[config.mk]
export PLATFORM = sky130hd
export DESIGN_NAME = bsg_manycore_fwd_sdr_credit_tx
export DESIGN_NICKNAME = d
export VERILOG_FILES = /design/src/rtl/bsg_manycore_fwd_sdr_credit_tx.sv
export SDC_FILE = /design/constraint.sdc
export NUM_CORES = 1
export LEC_CHECK = 0
export CORE_MARGIN = 2
export CORE_UTILIZATION = 43
export CTS_BUF_LIST = sky130_fd_sc_hd__clkbuf_4 sky130_fd_sc_hd__clkbuf_8
export CTS_CLUSTER_SIZE = 30
export DETAILED_ROUTE_END_ITERATION = 6
export PLACE_DENSITY = 0.88
export SYNTH_ARGS = -nofsm -noshare
export SYNTH_HDL_FRONTEND = slang
export SYNTH_SLANG_ARGS = --single-unit
[constraint.sdc]
create_clock -name clk_i -period 5.3 [get_ports clk_i]
set_clock_uncertainty 0.2 [all_clocks]
set_input_delay 0.795 -clock clk_i [delete_from_list [all_inputs] [get_ports clk_i]]
set_output_delay 0.795 -clock clk_i [all_outputs]
set_load 0.05 [all_outputs]
[src/rtl/bsg_manycore_fwd_sdr_credit_tx.sv]
// Credit-based transmit stage for one manycore forward SDR uplink.
// Packets launch onto a registered link only while remote receive-FIFO credits remain.

// Flags a token pulse that arrives while the credit counter is already full.
module bsg_manycore_fwd_sdr_credit_tx_checker #(
  parameter int credit_w_p = 5,
  parameter int els_p      = 16
) (
  input logic                  clk_i,
  input logic                  reset_n_i,
  input logic                  token_i,
  input logic [credit_w_p-1:0] credits_i
);

  localparam logic [credit_w_p-1:0] els_lp = credit_w_p'(els_p);

  // no token may be returned while every credit is already home
  token_when_full_a: assert property (@(posedge clk_i) disable iff (!reset_n_i)
    !(token_i && (credits_i == els_lp)))
    else $error("token_i pulsed while credits_o == els_p");

endmodule

module bsg_manycore_fwd_sdr_credit_tx #(
  parameter int width_p                 = 128,
  parameter int els_p                   = 16,
  parameter int token_decimation_p      = 4,
  parameter bit assert_token_overflow_p = 1'b1
) (
  input  logic                       clk_i,
  input  logic                       reset_n_i,
  input  logic [width_p-1:0]         data_i,
  input  logic                       v_i,
  output logic                       ready_and_o,
  output logic [width_p-1:0]         link_data_o,
  output logic                       link_v_o,
  input  logic                       token_i,
  output logic [$clog2(els_p+1)-1:0] credits_o,
  output logic                       error_o
);

  localparam int credit_w_lp = $clog2(els_p+1);
  // one extra bit so credits + token_decimation_p cannot wrap before the overflow compare
  localparam int sum_w_lp    = credit_w_lp + 1;

  localparam logic [sum_w_lp-1:0]    els_sum_lp    = sum_w_lp'(els_p);
  localparam logic [sum_w_lp-1:0]    dec_sum_lp    = sum_w_lp'(token_decimation_p);
  localparam logic [sum_w_lp-1:0]    one_sum_lp    = sum_w_lp'(1);
  localparam logic [credit_w_lp-1:0] els_credit_lp = credit_w_lp'(els_p);

  if ((token_decimation_p < 1) || (token_decimation_p > els_p)
      || ((els_p % token_decimation_p) != 0)) begin : g_bad_params
    $error("token_decimation_p must divide els_p and not exceed it");
  end

  logic [width_p-1:0]     link_data_r;
  logic                   link_v_r;
  logic [credit_w_lp-1:0] credits_r;
  logic                   error_r;

  logic                   send_s;
  logic [sum_w_lp-1:0]    after_send_s;
  logic [sum_w_lp-1:0]    sum_s;
  logic                   overflow_s;
  logic [credit_w_lp-1:0] credits_next_s;

  assign ready_and_o = (credits_r != {credit_w_lp{1'b0}});
  assign link_data_o = link_data_r;
  assign link_v_o    = link_v_r;
  assign credits_o   = credits_r;
  assign error_o     = error_r;

  // Handshake qualification and the saturating credit update.
  always_comb begin
    send_s       = v_i & ready_and_o;
    after_send_s = {1'b0, credits_r};
    sum_s        = {1'b0, credits_r};
    if (send_s) begin
      after_send_s = {1'b0, credits_r} - one_sum_lp;
    end else begin
      after_send_s = {1'b0, credits_r};
    end
    if (token_i) begin
      sum_s = after_send_s + dec_sum_lp;
    end else begin
      sum_s = after_send_s;
    end
    overflow_s = (sum_s > els_sum_lp);
    if (overflow_s) begin
      credits_next_s = els_credit_lp;
    end else begin
      credits_next_s = sum_s[credit_w_lp-1:0];
    end
  end

  // Link register, credit counter and sticky overflow flag.
  always_ff @(posedge clk_i) begin
    if (!reset_n_i) begin
      link_data_r <= {width_p{1'b0}};
      link_v_r    <= 1'b0;
      credits_r   <= els_credit_lp;
      error_r     <= 1'b0;
    end else begin
      // link_data holds between packets so the uplink does not toggle when idle
      if (send_s) begin
        link_data_r <= data_i;
      end else begin
        link_data_r <= link_data_r;
      end
      link_v_r  <= send_s;
      credits_r <= credits_next_s;
      error_r   <= error_r | overflow_s;
    end
  end

  if (assert_token_overflow_p) begin : g_checker
    bsg_manycore_fwd_sdr_credit_tx_checker #(
      .credit_w_p (credit_w_lp),
      .els_p      (els_p)
    ) checker_inst (
      .clk_i     (clk_i),
      .reset_n_i (reset_n_i),
      .token_i   (token_i),
      .credits_i (credits_r)
    );
  end

endmodule

==> results.py, run 1 <==
metrics = {
    "pwr": {
        "p_per_area_nw_per_um2": 462,
        "p_leak_nw": 2.99,
        "ir_drop_v": 0.000241,
    },
    "clock_network": {
        "h-tree-depth": 4,
        "cts_made_buffers": 17,
        "path_clk_slew_ns": 0.08,
        "clk_latency_ns": 0.42,
        "cts_root_buf": "clkbuf_8",
        "clock-sinks": 135,
        "cts_tree": "done",
        "cts_setup_buffers": 0,
        "clk_path_buf_depth": 2,
        "postCtsHoldBufs": 0,
        "cts_resized": 0,
    },
    "cells_and_area": {
        "seq_area_sq_um": 2700,
        "fin_util_pct": 73.0,
        "syn_to_final_growth_pct": 64.9,
        "fill_cells": 771,
        "layout-drive-gt1-share_pct": 5.09,
        "fin_cells": 1004,
        "multi_input_area_sq_um": 1880,
        "antenna_cells": 0,
        "nets": 985,
    },
    "setup_path": {
        "worstSetupStartpointType": "flip-flop",
        "cp.arrival_ns": 2.45,
        "critPathMaxFanout": 6,
        "end_kind": "output pin",
        "worst_ep_required_time_ns": 4.30,
        "path_class": "reg2out",
    },
    "run": {
        "drv_cap": 0,
    },
    "logic_synthesis": {
        "synth-compound-area-share_pct": 15.5,
        "ys_seq_area_share_pct": 56.3,
        "synth-simple-area-share_pct": 22.6,
        "post_synth.cell_area_avg_sq_um": 7.92,
        "synth_xor_area_share_pct": 0.548,
        "synthCells": 606,
        "syn_nets": 740,
        "synth_top_family_by_area": "simple AND/OR/NAND/NOR gates",
        "yosysUniqueCellTypes": 28,
        "ys_ff_latch": 135,
        "synth_fa_ha_area_share_pct": 0.522,
        "synth_mux_area_share_pct": 0,
        "yosysWarnings": 0,
        "syn_area_sq_um": 4800,
    },
    "timing": {
        "worst_pin_slew_ns": 1.04,
        "finalHoldViolations": 0,
        "relSlewSlack_pct": 30.3,
        "max_freq_mhz": 290,
        "setup_viol": 0,
        "fin_tns_setup_ns": 0,
        "period_needed_ns": 3.44,
        "worst_slack_ns": 1.86,
        "rsz0062_at_grt": "no",
        "fin_crit_sh_pct": 65.0,
        "maxSlewViolCount": 0,
    },
    "drt": {
        "met2_length_um": 7760,
        "ant_nets": 0,
        "wire_per_inst_um": 15.0,
        "vias": 4941,
        "drc_errors": 0,
        "wl_met3_um": 1300,
        "drt_wl_total_um": 15000,
        "viasPerCell": 4.92,
        "top_layer_used": "met4",
        "first_pass_iters": 5,
        "wl_met1_um": 5590,
        "drt_iter0_markers": 228,
    },
    "placement": {
        "dpl.hpwl_um": 10600,
        "dp.cells": 972,
        "gp_congestion": 0.819,
        "place_ws_ns": 1.72,
        "io_buffers": 267,
    },
    "grt": {
        "antenna_found_initial": 0,
        "grt_pass1_wl_um": 22400,
        "track_usage_pct": 24.0,
        "grt_max_degree": 104,
        "grt-ovfl-total": 0,
        "grt_pass1_vias": 4715,
    },
    "worst_hold_path": {
        "min_path_type": "reg2reg",
    },
    "die": {
        "die_h_um": 110,
        "coreArea_sq_um": 10800,
        "fp.dieArea_sq_um": 12000,
        "row_count": 38,
        "start_util_pct": 44.3,
        "ios": 268,
        "dieWidth_um": 110,
    },
    "run_status": {
        "status": "finished, final reports clean",
    },
}
[routing by layer]
metal / global-route usage (%) / up-vias
met5: 0 / -
met4: 10.7 / 0
met3: 8.18 / 25
met2: 43.0 / 211
met1: 25.4 / 2259
li1: - / 2446
[cell usage after synthesis]
library cell | count | area share (%)
nand2b_1 | 1 | 0.13
nand4_1 | 1 | 0.13
nor2_1 | 6 | 0.47
o21a_1 | 1 | 0.16
a221o_1 | 1 | 0.21
or4b_1 | 1 | 0.21
or2_2 | 1 | 0.13
o211ai_1 | 1 | 0.16
nor4b_1 | 1 | 0.18
nand2_1 | 262 | 21
buf_6 | 1 | 0.23
nor2b_1 | 1 | 0.13
a221oi_2 | 1 | 0.31
xnor2_1 | 3 | 0.55
buf_2 | 24 | 2.5
and2_4 | 1 | 0.18
a21oi_1 | 129 | 13
inv_1 | 4 | 0.31
and3b_4 | 1 | 0.26
nand3_1 | 1 | 0.10
a21bo_2 | 1 | 0.21
o31ai_2 | 2 | 0.52
a31oi_1 | 1 | 0.13
nand3b_1 | 1 | 0.16
ha_1 | 2 | 0.52
clkbuf_1 | 19 | 1.5
dfxtp_1 | 135 | 56
o21ai_0 | 3 | 0.31
[critical path, stage by stage (launching register included)]
cell and delay (ns):
dfxtp_1 0.35, inv_1 0.10, ha_1 0.20, or4b_1 0.60, clkdlybuf4s50_1 0.77
[power breakdown]
group          total, mW  switching [mW]  internal [mW]
sequential          1.26          0.0900           1.17
combinational       1.48           0.980          0.497
clock              0.910           0.386          0.524
[layout make-up]
type | instances | share of cell area (%)
multi-input cells | 423 | 23.8
clock inverters | 10 | 1.79
clock buffers | 22 | 3.75
well taps | 140 | 2.21
repair buffers | 270 | 34.1
flip-flops and latches | 135 | 34.2
inverters | 4 | 0.221
[cells by family (layout without fill, tap and decap cells)]
family,count (synthesis),count (layout)
simple gates,278,278
buf+inv,48,306
flops,135,135
fa+ha+maj,2,2
xor+xnor,3,3
compound gates,140,140
[final timing paths]
kind                                       end  depth (start not counted)                          from  slack, ns
setup / recovery                   ready_and_o                          4       credits_o[0]$_SDFF_PP0_       1.86
hold / removal    link_data_o[79]$_SDFFE_PN0N_                          2  link_data_o[79]$_SDFFE_PN0N_       0.25
setup reg to reg  link_data_o[29]$_SDFFE_PN0N_                          7       credits_o[0]$_SDFF_PP0_       2.18
hold reg to reg   link_data_o[79]$_SDFFE_PN0N_                          2  link_data_o[79]$_SDFFE_PN0N_       0.25
[state kept, by name, summed over array words and instances (netlist names)]
register,count
link_data_o,128
link_v_o,1
credits_o,5
error_o,1
[placed cells by master (no fill, tap or decap), drive strengths merged]
| cell type | count |
|---|---|
| a31oi | 1 |
| clkbuf | 22 |
| clkdlybuf4s50 | 267 |
| nor4b | 1 |
| and3b | 1 |
| a221oi | 1 |
| o21a | 1 |
| dfxtp | 135 |
| nor2 | 6 |
| nand2 | 262 |
| inv | 6 |
| nand3b | 1 |
| nand2b | 1 |
| clkinv | 3 |
| buf | 3 |
| bufinv | 3 |
| or2 | 1 |
| clkinvlp | 2 |
| ha | 2 |
| o21ai | 3 |
| a221o | 1 |
| a21bo | 1 |
| o31ai | 2 |
| a21oi | 129 |
| nand4 | 1 |
| and2 | 1 |
| o211ai | 1 |
| xnor2 | 3 |
| or4b | 1 |
| nor2b | 1 |
| nand3 | 1 |
[through the flow]
step	instance area, sq um	hold WS, ns	total power, mW
finish	7910	0.254	3.65
global route	7910	0.275	3.83
CTS	7910	0.257	3.67
detailed placement	7470	0.246	2.76
global placement	7470	0.240	2.72
floorplan	4800	0.472	2.25
Power figures use the tool's default switching activity.
==> run 2: changes to the inputs <==
CORE_UTILIZATION = 36   (was 43)
PLACE_DENSITY = 0.79   (was 0.88)
clock period = 3.05 ns   (was 5.3 ns; I/O delays follow)
==> results.py, run 2 (synthesis gave the netlist of run 1 again) <==
metrics = {
    "grt": {
        "grt_max_degree": 78,
        "antenna_found_initial": 0,
        "grt_pass1_wl_um": 22000,
        "grt_pass1_vias": 4602,
        "grt-ovfl-total": 0,
        "track_usage_pct": 19.2,
    },
    "placement": {
        "dpl.hpwl_um": 9390,
        "io_buffers": 267,
        "gp_congestion": 0.775,
    },
    "die": {
        "start_util_pct": 36.5,
        "die_h_um": 119,
        "fp.dieArea_sq_um": 14300,
        "coreArea_sq_um": 13100,
        "row_count": 42,
        "dieWidth_um": 119,
        "ios": 268,
    },
    "worst_hold_path": {
        "min_path_type": "reg2reg",
        "holdPathStages": 2,
    },
    "clock_network": {
        "clk_path_buf_depth": 2,
        "postCtsHoldBufs": 0,
        "clock-sinks": 135,
        "cts_root_buf": "clkbuf_8",
        "cts_tree": "done",
        "clk_latency_ns": 0.43,
        "cts_resized": 1,
        "cts_made_buffers": 17,
        "cts_setup_buffers": 0,
        "path_clk_slew_ns": 0.07,
        "h-tree-depth": 4,
    },
    "drt": {
        "ant_nets": 0,
        "viasPerCell": 4.60,
        "first_pass_iters": 4,
        "drt_iter0_markers": 260,
        "vias": 4821,
        "wire_per_inst_um": 13.3,
        "drt_wl_total_um": 13900,
        "drc_errors": 0,
    },
    "setup_path": {
        "worst_ep_required_time_ns": 3.18,
        "cp.depth": 10,
        "end_kind": "flip-flop",
        "worstSetupStartpointType": "flip-flop",
        "cp_top_family": "simple AND/OR/NAND/NOR gates",
        "path_class": "reg2reg",
        "slowest_delay_ns": 0.48,
        "worst_path_max_delay_cell": "or4b_1",
        "reg2regPathDepth": 10,
        "cp.arrival_ns": 2.96,
        "crit_chain": "inv_1 > ha_1 > or4b_1 > and3b_4 > or2_2 > ha_1 > nand2b_1 > o31ai_2 > a31oi_1 > o21a_1",
        "critPathMaxFanout": 5,
        "crit_buf_inv": 1,
        "critPathMostFrequentCell": "ha_1",
    },
    "timing": {
        "maxSlewViolCount": 0,
        "fin_tns_setup_ns": 0,
        "relSlewSlack_pct": 50.7,
        "holdWs_ns": 0.252,
        "finalHoldViolations": 0,
        "rsz0062_at_grt": "no",
        "setup_viol": 0,
        "fin_crit_sh_pct": 92.8,
        "worst_pin_slew_ns": 0.740,
        "period_needed_ns": 2.83,
        "max_freq_mhz": 353,
    },
    "pwr": {
        "power.net_switching_mw": 2.52,
        "p_per_area_nw_per_um2": 799,
        "ir_drop_v": 0.000525,
        "pwr-share-comb_pct": 40.3,
        "clock_power_share_pct": 25.8,
        "p_leak_nw": 3.05,
        "p_seq_share_pct": 33.9,
        "switching_share_pct": 39.1,
        "p_int_mw": 3.93,
    },
    "cells_and_area": {
        "syn_to_final_growth_pct": 68.2,
        "final_common_cell": "clkdlybuf4s50_1",
        "layout-drive-gt1-share_pct": 5.97,
        "fill_cells": 1155,
        "largest_reg_flops": 128,
        "final_cell_mix": "266 x clkdlybuf4s50_1, 261 x nand2_1, 134 x dfxtp_1, 129 x a21oi_1, 20 x clkbuf_8",
        "nets": 992,
        "antenna_cells": 0,
    },
    "run_status": {
        "status": "finished, final reports clean",
    },
    "run": {
        "drv_cap": 0,
    },
}
[run 2: worst min-delay path, delay by kind of cell, from the launching register on]
kind            cells  cell delay [ns]
compound gates      1             0.05
flops               1             0.31
simple gates        1             0.05
[run 2: area by class of cell]
type / count / area [sq um] / area share (%)
clock inverter: 10 / 168 / 2.08
tap: 176 / 220 / 2.73
inverter: 4 / 16.3 / 0.202
clock buffer: 22 / 290 / 3.60
multi-input combinational: 423 / 1880 / 23.4
timing repair buffer: 277 / 2780 / 34.5
sequential: 135 / 2700 / 33.5
[run 2: stage by stage]
stage	worst slack, ns	total power, mW	area, sq um	utilization (%)	std cells
final	0.220	6.44	8070	61.4	1047
after floorplan	0.00188	3.91	4800	-	606
after CTS	0.222	6.52	8070	61.4	1047
after global placement	0.181	4.81	7610	57.9	1015
after global routing	0.0958	6.77	8070	61.4	1047
after detailed placement	0.152	4.84	7610	57.9	1015
[run 2: routing by layer]
metal | vias up | share of wire, % | global-route usage, %
met3 | 23 | 9.9 | 8.24
met5 | - | 0 | 0
met4 | 0 | 1.8 | 7.72
li1 | 2452 | - | -
met2 | 180 | 48 | 31.9
met1 | 2166 | 40 | 21.7
[run 2: worst paths after layout]
path	startpoint	end	slack [ns]
worst max-delay path	credits_o[0]$_SDFF_PP0_	error_o$_SDFF_PN0_	0.22
worst min-delay path	link_data_o[120]$_SDFFE_PN0N_	link_data_o[120]$_SDFFE_PN0N_	0.25
worst max register to register	credits_o[0]$_SDFF_PP0_	error_o$_SDFF_PN0_	0.22
worst min register to register	link_data_o[120]$_SDFFE_PN0N_	link_data_o[120]$_SDFFE_PN0N_	0.25
[run 2: power by group through the flow]
stage	clock, mW	combinational (mW)	sequential, mW
6_report	1.66	2.60	2.19
5_1_grt	1.78	2.76	2.22
4_1_cts	1.71	2.62	2.19
3_5_place_dp	0	2.61	2.23
3_3_place_gp	0	2.60	2.21
2_1_floorplan	0	0.732	3.18
